`src/rtl/computer_move_generator_if.sv`:
```
`default_nettype none
// ============================================================================
//  Module   : computer_move_generator_if
//  Brief    : Board-state / computer-move bundle between the game FSM
//             (master) and the computer move generator (slave).
//  Revision : 1.0 - initial release
// ============================================================================
interface computer_move_generator_if;
  logic       start;
  logic [1:0] pos1;
  logic [1:0] pos2;
  logic [1:0] pos3;
  logic [1:0] pos4;
  logic [1:0] pos5;
  logic [1:0] pos6;
  logic [1:0] pos7;
  logic [1:0] pos8;
  logic [1:0] pos9;
  logic [3:0] computer_position;
  logic       pc;
  logic       busy;
  logic       no_move;

  // Game side: owns the board and the move request, consumes the move.
  modport master (
    output start, pos1, pos2, pos3, pos4, pos5, pos6, pos7, pos8, pos9,
    input  computer_position, pc, busy, no_move
  );

  // Move generator side: reads the board, produces the move.
  modport slave (
    input  start, pos1, pos2, pos3, pos4, pos5, pos6, pos7, pos8, pos9,
    output computer_position, pc, busy, no_move
  );
endinterface
`default_nettype wire

```
`src/rtl/computer_move_generator.sv`:
```
`default_nettype none
// ============================================================================
//  Module   : computer_move_generator
//  Brief    : Computer player. Snapshots the board on start, then scans one
//             line/entry per cycle: win, then block, then preference order.
//             The chosen cell is presented with a PC_HOLD-cycle pc strobe.
//  Revision : 1.0 - initial release
// ============================================================================
module computer_move_generator #(
  parameter int PC_HOLD  = 4,
  parameter bit BLOCK_EN = 1'b1
) (
  input  logic                         clock,
  input  logic                         reset,
  computer_move_generator_if.slave     bus
);

  localparam logic [2:0] c_st_idle       = 3'd0;
  localparam logic [2:0] c_st_win_scan   = 3'd1;
  localparam logic [2:0] c_st_block_scan = 3'd2;
  localparam logic [2:0] c_st_pref_scan  = 3'd3;
  localparam logic [2:0] c_st_drive      = 3'd4;

  localparam logic [1:0] c_empty    = 2'b00;
  localparam logic [1:0] c_player   = 2'b01;
  localparam logic [1:0] c_computer = 2'b10;

  localparam logic [3:0] c_hold_last = 4'(PC_HOLD - 1);
  localparam logic [3:0] c_line_last = 4'd7;
  localparam logic [3:0] c_pref_last = 4'd8;

  logic [2:0] r_state;
  logic [2:0] w_state_next;
  logic [3:0] r_idx;
  logic [3:0] r_hold;
  logic [1:0] r_board [9];
  logic [3:0] r_computer_position;
  logic       r_no_move;

  logic [3:0] w_cell_a;
  logic [3:0] w_cell_b;
  logic [3:0] w_cell_c;
  logic [1:0] w_val_a;
  logic [1:0] w_val_b;
  logic [1:0] w_val_c;
  logic [1:0] w_side;
  logic       w_match;
  logic [3:0] w_match_cell;
  logic [3:0] w_pref_cell;
  logic       w_pref_empty;
  logic       w_line_last;
  logic       w_pref_last;
  logic       w_hold_last;

  // Line table: the three cell indices of the line currently being scanned.
  always_comb begin
    w_cell_a = 4'd0;
    w_cell_b = 4'd1;
    w_cell_c = 4'd2;
    case (r_idx[2:0])
      3'd0: begin w_cell_a = 4'd0; w_cell_b = 4'd1; w_cell_c = 4'd2; end
      3'd1: begin w_cell_a = 4'd3; w_cell_b = 4'd4; w_cell_c = 4'd5; end
      3'd2: begin w_cell_a = 4'd6; w_cell_b = 4'd7; w_cell_c = 4'd8; end
      3'd3: begin w_cell_a = 4'd0; w_cell_b = 4'd3; w_cell_c = 4'd6; end
      3'd4: begin w_cell_a = 4'd1; w_cell_b = 4'd4; w_cell_c = 4'd7; end
      3'd5: begin w_cell_a = 4'd2; w_cell_b = 4'd5; w_cell_c = 4'd8; end
      3'd6: begin w_cell_a = 4'd0; w_cell_b = 4'd4; w_cell_c = 4'd8; end
      3'd7: begin w_cell_a = 4'd2; w_cell_b = 4'd4; w_cell_c = 4'd6; end
      default: begin w_cell_a = 4'd0; w_cell_b = 4'd1; w_cell_c = 4'd2; end
    endcase
  end

  // Line match: two cells owned by the scanned side plus one empty cell.
  always_comb begin
    w_val_a      = r_board[w_cell_a];
    w_val_b      = r_board[w_cell_b];
    w_val_c      = r_board[w_cell_c];
    w_side       = (r_state == c_st_block_scan) ? c_player : c_computer;
    w_match      = 1'b0;
    w_match_cell = w_cell_a;
    if (w_val_a == w_side && w_val_b == w_side && w_val_c == c_empty) begin
      w_match      = 1'b1;
      w_match_cell = w_cell_c;
    end else if (w_val_a == w_side && w_val_c == w_side && w_val_b == c_empty) begin
      w_match      = 1'b1;
      w_match_cell = w_cell_b;
    end else if (w_val_b == w_side && w_val_c == w_side && w_val_a == c_empty) begin
      w_match      = 1'b1;
      w_match_cell = w_cell_a;
    end
  end

  // Preference list: centre, corners, then edges.
  always_comb begin
    w_pref_cell = 4'd0;
    case (r_idx)
      4'd0:    w_pref_cell = 4'd4;
      4'd1:    w_pref_cell = 4'd0;
      4'd2:    w_pref_cell = 4'd2;
      4'd3:    w_pref_cell = 4'd6;
      4'd4:    w_pref_cell = 4'd8;
      4'd5:    w_pref_cell = 4'd1;
      4'd6:    w_pref_cell = 4'd3;
      4'd7:    w_pref_cell = 4'd5;
      4'd8:    w_pref_cell = 4'd7;
      default: w_pref_cell = 4'd0;
    endcase
    w_pref_empty = (r_board[w_pref_cell] == c_empty);
    w_line_last  = (r_idx == c_line_last);
    w_pref_last  = (r_idx == c_pref_last);
    w_hold_last  = (r_hold == c_hold_last);
  end

  // State register; reset aborts any move in progress.
  always_ff @(posedge clock or posedge reset) begin
    if (reset) begin
      r_state <= c_st_idle;
    end else begin
      r_state <= w_state_next;
    end
  end

  // Next-state: win scan, optional block scan, preference scan, drive.
  always_comb begin
    w_state_next = r_state;
    case (r_state)
      c_st_idle: begin
        if (bus.start) w_state_next = c_st_win_scan;
      end
      c_st_win_scan: begin
        if (w_match)          w_state_next = c_st_drive;
        else if (w_line_last) w_state_next = BLOCK_EN ? c_st_block_scan : c_st_pref_scan;
      end
      c_st_block_scan: begin
        if (w_match)          w_state_next = c_st_drive;
        else if (w_line_last) w_state_next = c_st_pref_scan;
      end
      c_st_pref_scan: begin
        if (w_pref_empty)     w_state_next = c_st_drive;
        else if (w_pref_last) w_state_next = c_st_idle;
      end
      c_st_drive: begin
        if (w_hold_last) w_state_next = c_st_idle;
      end
      default: w_state_next = c_st_idle;
    endcase
  end

  // Datapath: board snapshot, scan index, hold counter, chosen move, no_move.
  always_ff @(posedge clock or posedge reset) begin
    if (reset) begin
      r_idx               <= 4'd0;
      r_hold              <= 4'd0;
      r_computer_position <= 4'd0;
      r_no_move           <= 1'b0;
      for (int i = 0; i < 9; i++) r_board[i] <= c_empty;
    end else begin
      r_no_move <= 1'b0;
      case (r_state)
        c_st_idle: begin
          if (bus.start) begin
            r_board[0] <= bus.pos1;
            r_board[1] <= bus.pos2;
            r_board[2] <= bus.pos3;
            r_board[3] <= bus.pos4;
            r_board[4] <= bus.pos5;
            r_board[5] <= bus.pos6;
            r_board[6] <= bus.pos7;
            r_board[7] <= bus.pos8;
            r_board[8] <= bus.pos9;
            r_idx      <= 4'd0;
          end
        end
        c_st_win_scan, c_st_block_scan: begin
          if (w_match) begin
            r_computer_position <= w_match_cell;
            r_hold              <= 4'd0;
          end else if (w_line_last) begin
            r_idx <= 4'd0;
          end else begin
            r_idx <= r_idx + 4'd1;
          end
        end
        c_st_pref_scan: begin
          if (w_pref_empty) begin
            r_computer_position <= w_pref_cell;
            r_hold              <= 4'd0;
          end else if (w_pref_last) begin
            r_no_move <= 1'b1;
            r_idx     <= 4'd0;
          end else begin
            r_idx <= r_idx + 4'd1;
          end
        end
        c_st_drive: begin
          r_hold <= w_hold_last ? 4'd0 : r_hold + 4'd1;
        end
        default: r_idx <= 4'd0;
      endcase
    end
  end

  // Outputs: pc marks DRIVE, busy marks any non-idle state.
  always_comb begin
    bus.pc                = (r_state == c_st_drive);
    bus.busy              = (r_state != c_st_idle);
    bus.computer_position = r_computer_position;
    bus.no_move           = r_no_move;
  end

endmodule
`default_nettype wire

```
`src/flat_wrapper.sv`:
```
// flat-port wrapper written by rule: the top's interface ports become plain ports
module computer_move_generator_flat 
#(
  parameter int PC_HOLD  = 4,
  parameter bit BLOCK_EN = 1'b1
)
  (clock, reset, bus_start, bus_pos1, bus_pos2, bus_pos3, bus_pos4, bus_pos5, bus_pos6, bus_pos7, bus_pos8, bus_pos9, bus_computer_position, bus_pc, bus_busy, bus_no_move);
  computer_move_generator_if bus_i ();
  input  logic clock;
  input  logic reset;
  input wire logic [$bits(bus_i.start)-1:0] bus_start;
  input wire logic [$bits(bus_i.pos1)-1:0] bus_pos1;
  input wire logic [$bits(bus_i.pos2)-1:0] bus_pos2;
  input wire logic [$bits(bus_i.pos3)-1:0] bus_pos3;
  input wire logic [$bits(bus_i.pos4)-1:0] bus_pos4;
  input wire logic [$bits(bus_i.pos5)-1:0] bus_pos5;
  input wire logic [$bits(bus_i.pos6)-1:0] bus_pos6;
  input wire logic [$bits(bus_i.pos7)-1:0] bus_pos7;
  input wire logic [$bits(bus_i.pos8)-1:0] bus_pos8;
  input wire logic [$bits(bus_i.pos9)-1:0] bus_pos9;
  output wire logic [$bits(bus_i.computer_position)-1:0] bus_computer_position;
  output wire logic [$bits(bus_i.pc)-1:0] bus_pc;
  output wire logic [$bits(bus_i.busy)-1:0] bus_busy;
  output wire logic [$bits(bus_i.no_move)-1:0] bus_no_move;
  assign bus_i.start = bus_start;
  assign bus_i.pos1 = bus_pos1;
  assign bus_i.pos2 = bus_pos2;
  assign bus_i.pos3 = bus_pos3;
  assign bus_i.pos4 = bus_pos4;
  assign bus_i.pos5 = bus_pos5;
  assign bus_i.pos6 = bus_pos6;
  assign bus_i.pos7 = bus_pos7;
  assign bus_i.pos8 = bus_pos8;
  assign bus_i.pos9 = bus_pos9;
  assign bus_computer_position = bus_i.computer_position;
  assign bus_pc = bus_i.pc;
  assign bus_busy = bus_i.busy;
  assign bus_no_move = bus_i.no_move;
  computer_move_generator #(.PC_HOLD(PC_HOLD), .BLOCK_EN(BLOCK_EN)) u_core (.clock(clock), .reset(reset), .bus(bus_i));
endmodule
```
`config.mk`:
```
export PLATFORM = sky130hd
export DESIGN_NAME = computer_move_generator_flat
export DESIGN_NICKNAME = d
export VERILOG_FILES = /design/src/rtl/computer_move_generator_if.sv /design/src/rtl/computer_move_generator.sv /design/src/flat_wrapper.sv
export SDC_FILE = /design/constraint.sdc
export NUM_CORES = 1
export LEC_CHECK = 0
export ABC_AREA = 1
export BUFFER_PORTS_ARGS = -buffer_cell sky130_fd_sc_hd__buf_4
export CAP_MARGIN = 25
export CORE_MARGIN = 3
export CORE_UTILIZATION = 50
export CTS_CLUSTER_SIZE = 30
export DETAILED_ROUTE_END_ITERATION = 10
export HOLD_SLACK_MARGIN = 0.08
export PLACE_DENSITY = 0.76
export SETUP_SLACK_MARGIN = 0.15
export SLEW_MARGIN = 5
export SYNTH_ARGS = -nofsm -noshare
export SYNTH_HDL_FRONTEND = slang
export SYNTH_SLANG_ARGS = --single-unit
```
`constraint.sdc`:
```
create_clock -name clock -period 2.9 [get_ports clock]
set_input_delay 0.435 -clock clock [delete_from_list [all_inputs] [get_ports clock]]
set_output_delay 0.435 -clock clock [all_outputs]
set_load 0.05 [all_outputs]
```
# --- Word-level counts from Yosys, hierarchy flattened ---
# Memory sizes are Yosys's and may differ from the RTL's.
# Cells that the tools add are included.
totals:
  rom_bits: 144
  memories: 2
  out_inout_bits: 7
  word_cells: 109
  register_bits: 34
op_classes:
  n_eq_ne: 19
  n_reduce_logical: 20
  mux: 43
  n_bitwise: 5
  n_lt_le_gt_ge: 4
  add_sub_neg: 2
mem_list:
  columns: ["memory", "words", "width", "read_ports", "rd_clocked_by_memory_dff", "write_ports", "line", "rtl"]
  rows:
  - ["(name not given)", 8, 10, 1, 0, 0, "computer_move_generator.sv:60", "case (r_idx[2:0])"]
  - ["(name not given)", 16, 4, 1, 0, 0, "computer_move_generator.sv:96", "case (r_idx)"]
ops:
  columns: ["op", "count"]
  rows:
  - ["$mux 4", 12]
  - ["$bmux 2 s4", 4]
  - ["$mux 3", 8]
  - ["$ge 5x5->1 const B", 4]
  - ["$not 4->5", 4]
  - ["$mux 2", 9]
  - ["$pmux 4 s4", 1]
  - ["$pmux 3 s5", 1]
  - ["$pmux 4 s3", 1]
  - ["$ne 3x1->1 const B", 3]
  - ["$add 4x1->4 const B", 2]
  - ["$logic_not 2->1", 4]
  - ["$pmux 4 s2", 1]
  - ["$eq 2x2->1", 3]
  - ["$eq 3x2->1 const B", 2]
  - ["$logic_and 1x1->1", 6]
  - ["$mux 1", 6]
  - ["$ne 2x1->1 const B", 3]
  - ["$ne 2x2->1 const B", 3]
  - ["$reduce_and 3->1", 2]
  - ["$reduce_bool 3->1", 2]
  - ["$reduce_and 5->1", 1]
  - ["$eq 4x2->1 const B", 1]
  - ["$eq 4x3->1 const B", 1]
  - ["other kinds (9)", 9]

# --- Logic depth before layout (Yosys ltp) ---
# An unclocked memory read counts as a cell.
logic_depth:
  depth_word: 13
  depth_mapped: 20
  mapped_depth_nobuf: 20

# --- Least setup slack after synthesis ---
# No wires, ideal clock.
synth_path:
  path_kind: "register -> register"
  start: "reg u_core.r_idx[0]"
  end: "reg u_core.r_hold[0]"
  setup_slack_ns: 0.399
  stages_incl_launch_ff: 18
  required_ns: 2.782
  synth_period_minus_slack_ns: 2.501
  arrival_ns: 2.383
  setup_ns: 0.118
  path_cell_list: "dfrtp_1 > inv_2 > ha_1 > inv_2 > nand2_1 > o21ai_1 > nand2_1 > nor2_1 > nand2_1 > nand3_1 > nand2_1 > nor2_2 > nand2_2 > nand3_4 > nand2_4 > buf_6 > nand3_1 > nand2_1"
synth_between:
  elab_chain_cells: 13
  elab_cells_between_ends: 37
  cone_classes: "eq/ne: 5; mux: 15; bitwise: 4; reduce/logical: 11; memory: 2"
synth_lines:
  columns: ["element", "line", "rtl"]
  rows:
  - ["start, declared", "computer_move_generator.sv:34", "logic [3:0] r_idx;"]
  - ["start signal, assigned", "computer_move_generator.sv:181", "r_idx <= r_idx + 4'd1;"]
  - ["start signal, assigned", "computer_move_generator.sv:192", "r_idx <= r_idx + 4'd1;"]
  - ["$mem_v2 8x10", null, null]
  - ["$not 4->5, on equally long branches", "computer_move_generator.sv:76, computer_move_generator.sv:77", null]
  - ["$bmux 2 s4, on equally long branches", "computer_move_generator.sv:76, computer_move_generator.sv:77", null]
  - ["$mux 2, on equally long branches (2 in series)", "computer_move_generator.sv:76, computer_move_generator.sv:77", null]
  - ["$eq 2x2->1, on equally long branches", "computer_move_generator.sv:81, computer_move_generator.sv:87, computer_move_generator.sv:84", null]
  - ["$logic_and 1x1->1 (2 in series)", "computer_move_generator.sv:87", "end else if (w_val_b == w_side && w_val_c == w_side && w_val_a == c_empty) begin"]
  - ["$mux 1", "computer_move_generator.sv:87", null]
  - ["$mux 1", "computer_move_generator.sv:84", "end else if (w_val_a == w_side && w_val_c == w_side && w_val_b == c_empty) begin"]
  - ["$mux 1", "computer_move_generator.sv:81", "if (w_val_a == w_side && w_val_b == w_side && w_val_c == c_empty) begin"]
  - ["$ne 2x1->1 (no line)", null, null]
  - ["$reduce_and 3->1 (no line) *", null, null]
  - ["end signal, assigned", "computer_move_generator.sv:196", "r_hold <= w_hold_last ? 4'd0 : r_hold + 4'd1;"]
  - ["end, declared", "computer_move_generator.sv:35", "logic [3:0] r_hold;"]
# Mark *: on every way between the ends. The rest lies on a longest branch, timed or not. The select of a mux whose other input is x is not followed.
# A chain may end at the register's enable or synchronous reset.

# --- Worst setup path after layout ---
layout_path:
  start: "reg u_core.r_idx[1]"
  end: "reg u_core.r_computer_position[2] (netlist: u_core.bus.computer_position[2])"
layout_between:
  elab_chain_cells: 13
  elab_cells_between_ends: 42
  cone_classes: "eq/ne: 5; mux: 20; bitwise: 4; reduce/logical: 11; memory: 2"
layout_lines:
  columns: ["element", "line", "rtl"]
  rows:
  - ["$mem_v2 8x10", null, null]
  - ["$not 4->5, on equally long branches", "computer_move_generator.sv:76, computer_move_generator.sv:77", null]
  - ["$bmux 2 s4, on equally long branches", "computer_move_generator.sv:76, computer_move_generator.sv:77", null]
  - ["$mux 2, on equally long branches (2 in series)", "computer_move_generator.sv:76, computer_move_generator.sv:77", null]
  - ["$eq 2x2->1, on equally long branches", "computer_move_generator.sv:81, computer_move_generator.sv:87, computer_move_generator.sv:84", null]
  - ["$logic_and 1x1->1 (2 in series)", "computer_move_generator.sv:87", null]
  - ["$mux 1", "computer_move_generator.sv:87", null]
  - ["$mux 1", "computer_move_generator.sv:84", null]
  - ["$mux 1", "computer_move_generator.sv:81", null]
  - ["$ne 2x1->1 (no line)", null, null]
  - ["$reduce_and 3->1 (no line)", null, null]
  - ["end signal, assigned", "computer_move_generator.sv:176", "r_computer_position <= w_match_cell;"]
  - ["end signal, assigned", "computer_move_generator.sv:186", "r_computer_position <= w_pref_cell;"]
  - ["end, declared", "computer_move_generator.sv:37", "logic [3:0] r_computer_position;"]
# Several ways; a longest one is shown, not always the timed one. The select of a mux whose other input is x is not followed.

==> impl_metrics.toml <==
[worst_setup_path]
cp-end-kind = "register"
worstSetupStartpoint = "u_core.r_idx[1]$_DFFE_PP0P_"
cp-endpoint = "u_core.bus.computer_position[2]$_DFFE_PP0P_"
arrival_ns = 2.71
reg2reg_slack_ns = 0.42
regToRegStartpoint = "u_core.r_idx[1]$_DFFE_PP0P_"
r2r_cells = 18
r2r_end = "u_core.bus.computer_position[2]$_DFFE_PP0P_"
required_ns = 3.13
criticalPathCategory = "reg -> reg"
critPathLaunchType = "register"
worst-path-max-fanout = 9

[global_route]
grt_antenna_before_repair = 0
grt_max_degree = 35
grt-ovfl-total = 0
grt_pass1_wl_um = 12440
grt_pass1_vias = 2618
grt_use_total_pct = 25.04

[logic_synthesis]
ys_async_sr_fraction_pct = 100.0
synth_xor_area_share_pct = 0.9691
synth-simple-area-share_pct = 46.01
ys.warnings.count = 0
syn_nets = 436
synth_cells = 408
ys_seq_elements = 34
synth_fa_ha_area_share_pct = 3.230
netlist_area_um2 = 2711
muxShareOfSynthArea_pct = 0.8306
ys_types = 34
synth_top_family_by_area = "simple AND/OR/NAND/NOR gates"
synth_seq_area_share_pct = 31.38
avgSynthCellArea_um2 = 6.645
synth-compound-area-share_pct = 8.583
synthFlopType = "dfrtp_1"
synth_edf_count = 0

[finish]
diodes = 0
layout-drive-gt1-share_pct = 18.86
seqCellArea_um2 = 852.1
syn2layout_area_growth_pct = 14.86
fillers = 487
multi_input_area_um2 = 1662
finalNetCount = 468

[floorplanning]
rows = 26
chipHeight_um = 79.64
die-area_um2 = 6343
fp.dieW_um = 79.64
io_pins = 28
coreArea_um2 = 5172
initial_core_util_pct = 52.42

[drt]
wl_per_cell_um = 14.67
vias_per_cell = 5.510
drt_pass1_iterations = 5
drtIter0Drc = 220
drc_errors = 0
ant_nets = 0
drt-total-wl_um = 7484
num_vias = 2810

[clock_network]
cts_tree = "built"
numCtsBuffers = 5
post-cts-setup-buffers = 0
htree_levels = 2
clock-sinks = 34
clk_pin_slew_worst_paths_ns = 0.08
clockBufferDepth = 2
worstSkewPairLatency_ns = 0.29
cts_root_buf = "clkbuf_8"

[timing]
finClkSkew_ns = 0.006973
final-setup-viol-count = 0
fmax_mhz = 403.4
setup_tns_ns = 0
period_minus_slack_ns = 2.479
worstMarginPinSlew_ns = 0.6703
hold_violations = 0
slew_headroom_pct = 55.27
slew_viol_final = 0
rsz0062_at_grt = "no"
setup_slack_ns = 0.4208
fin_crit_sh_pct = 85.49

[pwr]
ir_worst_vdd_uv = 635.9
p_clk_share_pct = 8.9
internal_power_mw = 1.716
netSwitchingPower_mw = 2.217
power_mw = 3.933
p_sw_share_pct = 56.38
power_density_nw_per_um2 = 1263
pwr-share-seq_pct = 20.6
p_comb_share_pct = 70.5
p_leak_nw = 1.684

[place]
dpl.hpwl_um = 5884
dp_slack_ns = 0.1694
numPortBuffers = 27
gp_congestion = 0.9688

[run]
max_cap_violations = 0

[status]
status = "finished, final reports clean"

[worst_hold_path]
hold_path_class = "in -> async"
## worst min path at each step
| stage | from | to | slack (ns) | depth (start not counted) |
|---|---|---|---|---|
| after CTS | reset | u_core.bus.computer_position[0]$_DFFE_PP0P_ | 0.26 | 2 |
| after detailed placement | u_core.bus.computer_position[1]$_DFFE_PP0P_ | u_core.bus.computer_position[1]$_DFFE_PP0P_ | 0.47 | 2 |
| after global placement | u_core.bus.computer_position[2]$_DFFE_PP0P_ | u_core.bus.computer_position[2]$_DFFE_PP0P_ | 0.47 | 2 |
| after global routing | reset | u_core.bus.computer_position[0]$_DFFE_PP0P_ | 0.29 | 2 |
| after floorplan | u_core.r_state[1]$_DFFE_PP0P_ | u_core.r_state[1]$_DFFE_PP0P_ | 0.48 | 2 |
| final | reset | u_core.bus.computer_position[0]$_DFFE_PP0P_ | 0.24 | 2 |
## cells by family after synthesis
logic type | count (synthesis)
compound gates | 39
xor+xnor | 3
fa+ha+maj | 7
buf+inv | 55
flops | 34
mux | 2
simple gates | 268
## final cells by class
type / instances / share of cell area, %
tap: 70 / 2.812
clock buffer: 5 / 2.210
inverter: 47 / 5.826
timing repair buffer: 33 / 7.955
sequential: 34 / 27.36
multi-input combinational: 319 / 53.35
clock inverter: 2 / 0.4821
## routing by layer
metal	GRT usage [%]	wire (um)	vias up
met5	0	0	-
li1	-	-	1393
met1	36.48	3488	1276
met4	7.560	136	0
met3	5.418	675	14
met2	36.98	3184	127
## Yosys cell counts, types with 3 or more instances
cell type / instances / share of area (%)
nand2_1: 117 / 16
nand3_1: 83 / 15
inv_1: 41 / 5.7
nor2_1: 35 / 4.8
dfrtp_1: 34 / 31
a21oi_1: 21 / 3.9
nand2_2: 10 / 2.3
ha_1: 7 / 3.2
o21ai_0: 7 / 1.3
nand2_4: 6 / 2.5
inv_2: 5 / 0.69
nand4_1: 5 / 1.2
clkbuf_1: 4 / 0.55
nand3_2: 3 / 1.1
nor2_2: 3 / 0.69
o21ai_1: 3 / 0.55
## flip-flops by register name (all words and copies together) (netlist names)
signal,count
u_core.r_idx,4
u_core.bus.no_move,1
u_core.bus.computer_position,4
u_core.r_hold,4
u_core.r_state,3
u_core.r_board,18
## critical path: stages, from the launching register on
cell and delay (ns):
dfrtp_2 0.46, inv_2 0.13, ha_2 0.23, nand2_2 0.14, nand2_4 0.14, nand2_1 0.09
nand3_1 0.09, nand3_1 0.10, nand2_1 0.13, nand2_1 0.06, nand2_1 0.05, nand2_1 0.08
nor2_4 0.16, nand2_2 0.12, nand2_1 0.11, nand2_1 0.07, nand2_2 0.10, nand3_1 0.09
nand2_1 0.07
## power by group through the flow
stage	clock [mW]	combinational, mW	sequential [mW]
after floorplan	0	2.02	0.818
after global placement	0	2.58	0.805
after detailed placement	0	2.61	0.807
after CTS	0.354	2.62	0.800
after global routing	0.371	3.11	0.827
final	0.350	2.77	0.809
## metrics by stage
step                cell area [um2]  std cells  utilization [%]  hold WS (ns)
global route                   3114        510            60.21        0.2934
detailed placement             2982        503            57.64        0.4675
global placement               2982        503            57.64        0.4745
CTS                            3067        510            59.29        0.2572
floorplan                      2711        408                -        0.4753
finish                         3114        510            60.21        0.2381
## timing repair
action                                  in CTS  in global routing
hold buffers                                 0                  0
resized for setup                            1                 11
endpoints found under the setup margin       6                 15
## cell usage in the layout (no fill, tap or decap), types with 2 or more instances in the layout
cell type   netlist  layout
or2_2             2       2
nor2_1           35      35
dfrtp_1          34      33
xor2_1            2       2
o21ai_0           7       7
ha_1              7       5
nand2_1         117     116
buf_4             1      33
inv_2             5       5
nand3_2           3       3
nand2_2          10      10
inv_1            41      40
mux2_2            2       2
a21oi_1          21      21
nand3_1          83      83
nand4_1           5       5
nand2_4           6       6
nor2_4            1       3
clkinvlp_4        0       2
o31ai_1           2       2
nor3_1            2       2
clkbuf_8          0       5
inv_4             1       2
o21ai_1           3       2
(Power assumes the default switching activity.)
